==> src/rtl/quad_accel_gen.sv <==
// Held up/down requests -> accelerating two-phase quadrature stream for the paddle encoder.
// Optional input debounce filter enabled by defining QUAD_DEBOUNCE_EN.
module quad_accel_gen #(
  parameter int unsigned DIV_START  = 2000,
  parameter int unsigned DIV_MIN    = 500,
  parameter int unsigned ACCEL_STEP = 100,
  parameter int unsigned DEB_CYCLES = 1024
) (
  input  logic       clock,
  input  logic       reset,
  input  logic       i_up,
  input  logic       i_down,
  output logic [1:0] o_steer,
  output logic       o_dir,
  output logic       o_moving
);

  localparam int unsigned CNT_W  = 16;
  localparam int unsigned CNT_W1 = CNT_W + 1;

  localparam logic [1:0] IDLE   = 2'd0;
  localparam logic [1:0] RUN_UP = 2'd1;
  localparam logic [1:0] RUN_DN = 2'd2;

  localparam logic [CNT_W-1:0]  PERIOD_START = CNT_W'(DIV_START);
  localparam logic [CNT_W-1:0]  PERIOD_MIN   = CNT_W'(DIV_MIN);
  localparam logic [CNT_W-1:0]  PERIOD_ACCEL = CNT_W'(ACCEL_STEP);
  // Periods at or above this value can shrink by a full step without passing DIV_MIN.
  localparam logic [CNT_W1-1:0] SAT_LIMIT    = CNT_W1'(DIV_MIN + ACCEL_STEP);

  if (DIV_MIN < 2 || DIV_MIN > DIV_START || DIV_START > 65535 || DEB_CYCLES < 1) begin : gBadParams
    $error("quad_accel_gen: illegal divider/debounce parameters");
  end

  logic [1:0]       upSync, dnSync;
  logic             upReq, dnReq;
  logic [1:0]       state, stateNext;
  logic [1:0]       phase, phaseNext;
  logic [CNT_W-1:0] cnt, cntNext;
  logic [CNT_W-1:0] period, periodNext;
  logic             dirNext;
  logic             step;

  // Two-flop synchronizers on the asynchronous requests.
  always_ff @(posedge clock) begin
    if (reset) begin
      upSync <= '0;
      dnSync <= '0;
    end else begin
      upSync <= {upSync[0], i_up};
      dnSync <= {dnSync[0], i_down};
    end
  end

`ifdef QUAD_DEBOUNCE_EN
  localparam int unsigned DEB_W = $clog2(DEB_CYCLES + 1);
  localparam logic [DEB_W-1:0] DEB_LAST = DEB_W'(DEB_CYCLES - 1);

  logic [DEB_W-1:0] upCnt, dnCnt;

  // A filtered request flips only after the synchronized input disagreed for DEB_CYCLES cycles.
  always_ff @(posedge clock) begin
    if (reset) begin
      upCnt <= '0;
      dnCnt <= '0;
      upReq <= 1'b0;
      dnReq <= 1'b0;
    end else begin
      if (upSync[1] == upReq) begin
        upCnt <= '0;
      end else if (upCnt == DEB_LAST) begin
        upCnt <= '0;
        upReq <= upSync[1];
      end else begin
        upCnt <= upCnt + DEB_W'(1);
      end
      if (dnSync[1] == dnReq) begin
        dnCnt <= '0;
      end else if (dnCnt == DEB_LAST) begin
        dnCnt <= '0;
        dnReq <= dnSync[1];
      end else begin
        dnCnt <= dnCnt + DEB_W'(1);
      end
    end
  end
`else
  assign upReq = upSync[1];
  assign dnReq = dnSync[1];
`endif

  // Next state, step timing and acceleration.
  always_comb begin
    stateNext  = IDLE;
    phaseNext  = phase;
    cntNext    = '0;
    periodNext = PERIOD_START;
    dirNext    = o_dir;
    step       = 1'b0;
    if (upReq && !dnReq) begin
      stateNext = RUN_UP;
    end else if (dnReq && !upReq) begin
      stateNext = RUN_DN;
    end
    if (stateNext != IDLE) begin
      if (stateNext != state) begin
        step    = 1'b1;
        dirNext = (stateNext == RUN_DN);
      end else if (cnt == period - CNT_W'(1)) begin
        step       = 1'b1;
        periodNext = ({1'b0, period} >= SAT_LIMIT) ? period - PERIOD_ACCEL : PERIOD_MIN;
      end else begin
        cntNext    = cnt + CNT_W'(1);
        periodNext = period;
      end
    end
    if (step) begin
      phaseNext = (stateNext == RUN_DN) ? phase + 2'd1 : phase - 2'd1;
    end
  end

  always_ff @(posedge clock) begin
    if (reset) begin
      state    <= IDLE;
      phase    <= '0;
      cnt      <= '0;
      period   <= PERIOD_START;
      o_steer  <= 2'b00;
      o_dir    <= 1'b0;
      o_moving <= 1'b0;
    end else begin
      state    <= stateNext;
      phase    <= phaseNext;
      cnt      <= cntNext;
      period   <= periodNext;
      o_steer  <= {phaseNext[1], phaseNext[1] ^ phaseNext[0]};
      o_dir    <= dirNext;
      o_moving <= (stateNext != IDLE);
    end
  end

endmodule

==> config.mk <==
export PLATFORM = sky130hd
export DESIGN_NAME = quad_accel_gen
export DESIGN_NICKNAME = d
export VERILOG_FILES = /design/src/rtl/quad_accel_gen.sv
export SDC_FILE = /design/constraint.sdc
export NUM_CORES = 1
export LEC_CHECK = 0
export BUFFER_PORTS_ARGS = -buffer_cell sky130_fd_sc_hd__buf_2
export CORE_ASPECT_RATIO = 1.5
export CORE_UTILIZATION = 40
export DETAILED_ROUTE_END_ITERATION = 6
export PLACE_DENSITY_LB_ADDON = 0.2
export RECOVER_POWER = 25
export SYNTH_ARGS = -nofsm -noshare
export SYNTH_HDL_FRONTEND = slang
export SYNTH_SLANG_ARGS = --single-unit
==> constraint.sdc <==
create_clock -name clock -period 6.85 [get_ports clock]
set_input_delay 1.37 -clock clock [delete_from_list [all_inputs] [get_ports clock]]
set_output_delay 1.37 -clock clock [all_outputs]
set_load 0.01 [all_outputs]
# ---- Yosys cells after proc, flatten, opt, wreduce, memory -nomap -nowiden
# Cells that the tools add are included.
dict set report classes {
  add_sub_neg 5
  order_cmp 1
  eq_ne 3
  mux 8
  bitwise_logic 2
  n_reduce_logical 8
}
# cell count
set ops {}
lappend ops {{adder 16 x 1 -> 16 bit (second input constant)} 1}
lappend ops {{== test 16 bit} 1}
lappend ops {{>= comparator 16 x 10 -> 1 bit (second input constant)} 1}
lappend ops {{2-to-1 mux 16 bit} 1}
lappend ops {{subtractor 16 x 1 -> 16 bit (second input constant)} 1}
lappend ops {{subtractor 16 x 7 -> 16 bit (second input constant)} 1}
lappend ops {{2-to-1 mux 2 bit} 4}
lappend ops {{OR reduction 4 bit} 1}
lappend ops {{2-to-1 mux 1 bit} 3}
lappend ops {{OR reduction 3 bit} 1}
lappend ops {{adder 2 x 1 -> 2 bit (second input constant)} 1}
lappend ops {{== test 2 bit (second input constant)} 1}
lappend ops {{logical AND 1 bit} 2}
lappend ops {{zero test 1 bit} 2}
lappend ops {{inequality test 2 bit} 1}
lappend ops {{AND reduction 2 bit} 1}
lappend ops {{nonzero test 2 bit} 1}
lappend ops {{subtractor 2 x 1 -> 2 bit (second input constant)} 1}
lappend ops {{inverter 1 bit} 1}
lappend ops {{bitwise XOR 1 bit} 1}
dict set report word_totals {
  regBits 44
  inputBits 4
  out_inout_bits 4
  elab_cells 36
}

# ---- Depth between registers and ports, before layout
dict set report logic_depth {
  word_depth 9
  mapped_depth 12
  depth_no_buf 9
}

# ---- Worst setup path after synthesis
# OpenSTA, ideal clock, no wires.
dict set report synth_path {
  path_type {reg-to-reg}
  from {reg period[2]}
  to {reg period[15]}
  setup_ns 0.130
  arrival_time_ns 2.651
  required_ns 6.720
  setup_slack_ns 4.069
  path_stages_with_launch 11
  path_buffers 2
  path_cell_list {dfxtp_1 -> inv_1 -> ha_1 -> clkbuf_1 -> nand2b_1 -> a2111oi_0 -> o2111ai_2 -> or3_4 -> buf_2 -> o41ai_1 -> a21oi_1}
}
dict set report synth_via {
  elab_chain_cells 2
  elab_cells_between_ends 5
}
# element line
set synth_lines {}
lappend synth_lines {{start: declaration} 40} ;# logic [CNT_W-1:0] period, periodNext;
lappend synth_lines {{start signal: assignment} 135} ;# period <= periodNext;
lappend synth_lines {{subtractor 16 x 1 -> 16 bit, or another cell as far along} 109} ;# end else if (cnt == period - CNT_W'(1)) begin
lappend synth_lines {{== test 16 bit or 2-to-1 mux 16 bit (tied branches)} {109, 111}}
# Several ways; a longest one is shown, not always the timed one.
# A chain may end at the register's enable or synchronous reset.

# ---- Final worst setup path
dict set report layout_path {
  from {reg period[2]}
  to {reg period[14]}
}
# The elaborated chain is that of the path after synthesis.

==> results.txt <==
Hold Path Cell Cnt - 1
Drt initial violations - 74
Final GP Congestion - 0.872
Max_cap viols - 0
Setup crit start kind - flop
CTS Hold Buffers Added - 0
Met1 WL - 2270 um
Number of synthesized flops with an enable pin - 0
Later-pin clock latency in the skew report - 0.30 ns
Max Root-Sink Buffers - 2
Post-synth ARST share - 0%
Synth Register Bits - 41
Layout cells sized above 1 - 11.8%
FILL cells - 591
H-tree levels - 2
Drt first pass iters - 4
Post-DP HPWL - 4060 um
CTS Root Cell - clkbuf_8
Die area - 0.00645 sq mm
DRC errors left - 0
Hold Vio Cnt, Final - 0
CP Class - flop to flop
Most common cell after layout, fill and taps aside - dfxtp_1
Core Region - 0.00587 sq mm
Setup violations, final - 0
Power Density - 166 mW/mm^2
Main synth FF type - dfxtp_1
Fmax - 315 MHz
Die height - 97.9 um
Worst rel slew slack - 45.2%
Setup Fix Bufs, Post-CTS - 0
Leak Pwr - 0.861 nW
Maximum vdd drop - 0.124 mV
CTS resizes - 0
Antenna violations before repair - 0
Critical path arrival - 3.41 ns
Number of antenna diodes - 0
Placed Cells - 351
Synth Net Count - 293
Commonest cells after routing, fill and taps aside - dfxtp_1, nor2_1, xor2_1, nand2_1, nand3_1
Total CTS buffers - 5
Top Layer Used - met4
Vias per Instance - 5.56
Worst setup EP type - flop
Clock transition at path regs - 0.07 ns
Status - complete, no violations
First-pass GRT wire length - 9250 um
Wire length on met2 - 2790 um
DRT Wirelength - 5340 um
Vias in the first global route - 1920
Total vias in the final route - 1996
Period Utilization, post-route - 46.4%
Routed wire per std cell - 14.9 um
Required @ worst endpoint - 7.08 ns
Post-Synthesis Cells - 284
CTS tree - done
Non-Filler Instances - 359
Site Rows - 34
Crit-path max FO - 12
Fin crit period - 3.18 ns
Mapped Area - 0.00245 sq mm
CTS sink cnt - 41
Pin count of the biggest net entering global routing - 16
Port bufs - 7
GRT Total Usage - 18.5%
I/O pins - 8
Initial Util - 41.8%
Final Max Tran Viols - 0
Worst Tran Pin Value - 0.815 ns
RSZ-0062 raised after global routing - false
Skew final - 0.0116 ns
Antenna-violating nets left - 0
Mean Syn Cell Area - 8.64 sq um
Post-synthesis sequential area ratio - 33.5%
Min-delay worst type - flop to flop
Syn. warnings - 0
Layout area overhead - 6.58%
Reg2Reg Depth - 9
Die W - 65.9 um
Metal3 WL - 119 um
Nets - 295
Post-synth cell types - 63
TNS Setup - 0 ns
Gr ovfl total - 0
-- registers in the layout, indices dropped and copies added (netlist names) --
register,flops
upSync,2
state,2
o_moving,1
o_steer,2
cnt,16
period,14
phase,1
o_dir,1
dnSync,2
-- synth_stat cells (6+ instances only) --
cell type	instances	share of area [%]
dfxtp_1	41	33
nor2_1	31	4.7
xor2_1	19	6.8
nand2_1	17	2.6
nand3_1	16	3.3
inv_1	13	2.0
xnor2_1	13	4.6
a21oi_1	9	1.8
nor2b_1	8	2.0
and3_1	7	1.8
nand2b_1	7	1.8
o21ai_0	7	1.4
buf_2	6	1.2
o31ai_1	6	1.8
-- stage by stage --
stage	utilization, %	setup WS, ns	hold WS [ns]	total power, mW	area [sq um]
global route	44.5	3.42	0.454	0.453	2610
finish	44.5	3.67	0.440	0.434	2610
CTS	44.6	3.67	0.444	0.441	2620
detailed placement	42.9	3.70	0.427	0.267	2520
floorplan	-	4.07	0.414	0.261	2450
global placement	42.9	3.70	0.428	0.267	2520
-- cell families after synthesis --
group                    Yosys count  share of synthesized area [%]
flip-flops                        41                           33.5
AND/OR/NAND/NOR                  124                           29.3
AO/OA/AOI/OAI                     53                           17.3
XOR/XNOR                          32                           11.4
buffers and inverters             27                           5.05
adder cells (fa/ha/maj)            5                           2.55
multiplexers                       2                          0.867
-- per-layer routing --
metal | track usage (%) | vias up
met1 | 21.8 | 934
li1 | - | 1018
met4 | 8.67 | 0
met5 | 0 | -
met3 | 2.80 | 12
met2 | 31.9 | 32
-- power by group --
group	switching [mW]	internal, mW	leakage, nW
combinational	0.0107	0.00681	0.475
clock	0.0824	0.0910	0.0542
sequential	0.00192	0.241	0.332
-- cell type report --
type	count	area, sq um	share of cell area [%]
multi-input cells	216	1510	57.7
clock buffers	7	96.3	3.69
repair buffers	9	45.0	1.72
well taps	72	90.1	3.45
clock inverters	1	5.00	0.191
inverters	13	48.8	1.87
flip-flops and latches	41	821	31.4
-- path summary, 6_finish.rpt --
kind                           from                       to  slack [ns]
max reg2reg  period[2]$_SDFFE_PP0P_  period[14]$_SDFFE_PP0P_        3.67
min reg2reg    dnSync[0]$_SDFF_PP0_     dnSync[1]$_SDFF_PP0_        0.44
min            dnSync[0]$_SDFF_PP0_     dnSync[1]$_SDFF_PP0_        0.44
max          period[2]$_SDFFE_PP0P_  period[14]$_SDFFE_PP0P_        3.67
-- worst max-delay path, stage by stage, from the launching register on --
cell       delay [ns]
dfxtp_1          0.42
inv_1            0.12
ha_1             0.32
nand2b_1         0.18
o211ai_1         0.13
a222oi_1         0.51
o2111ai_2        0.31
or3_4            0.49
or4_4            0.50
a21oi_2          0.13
(Power assumes the default switching activity.)
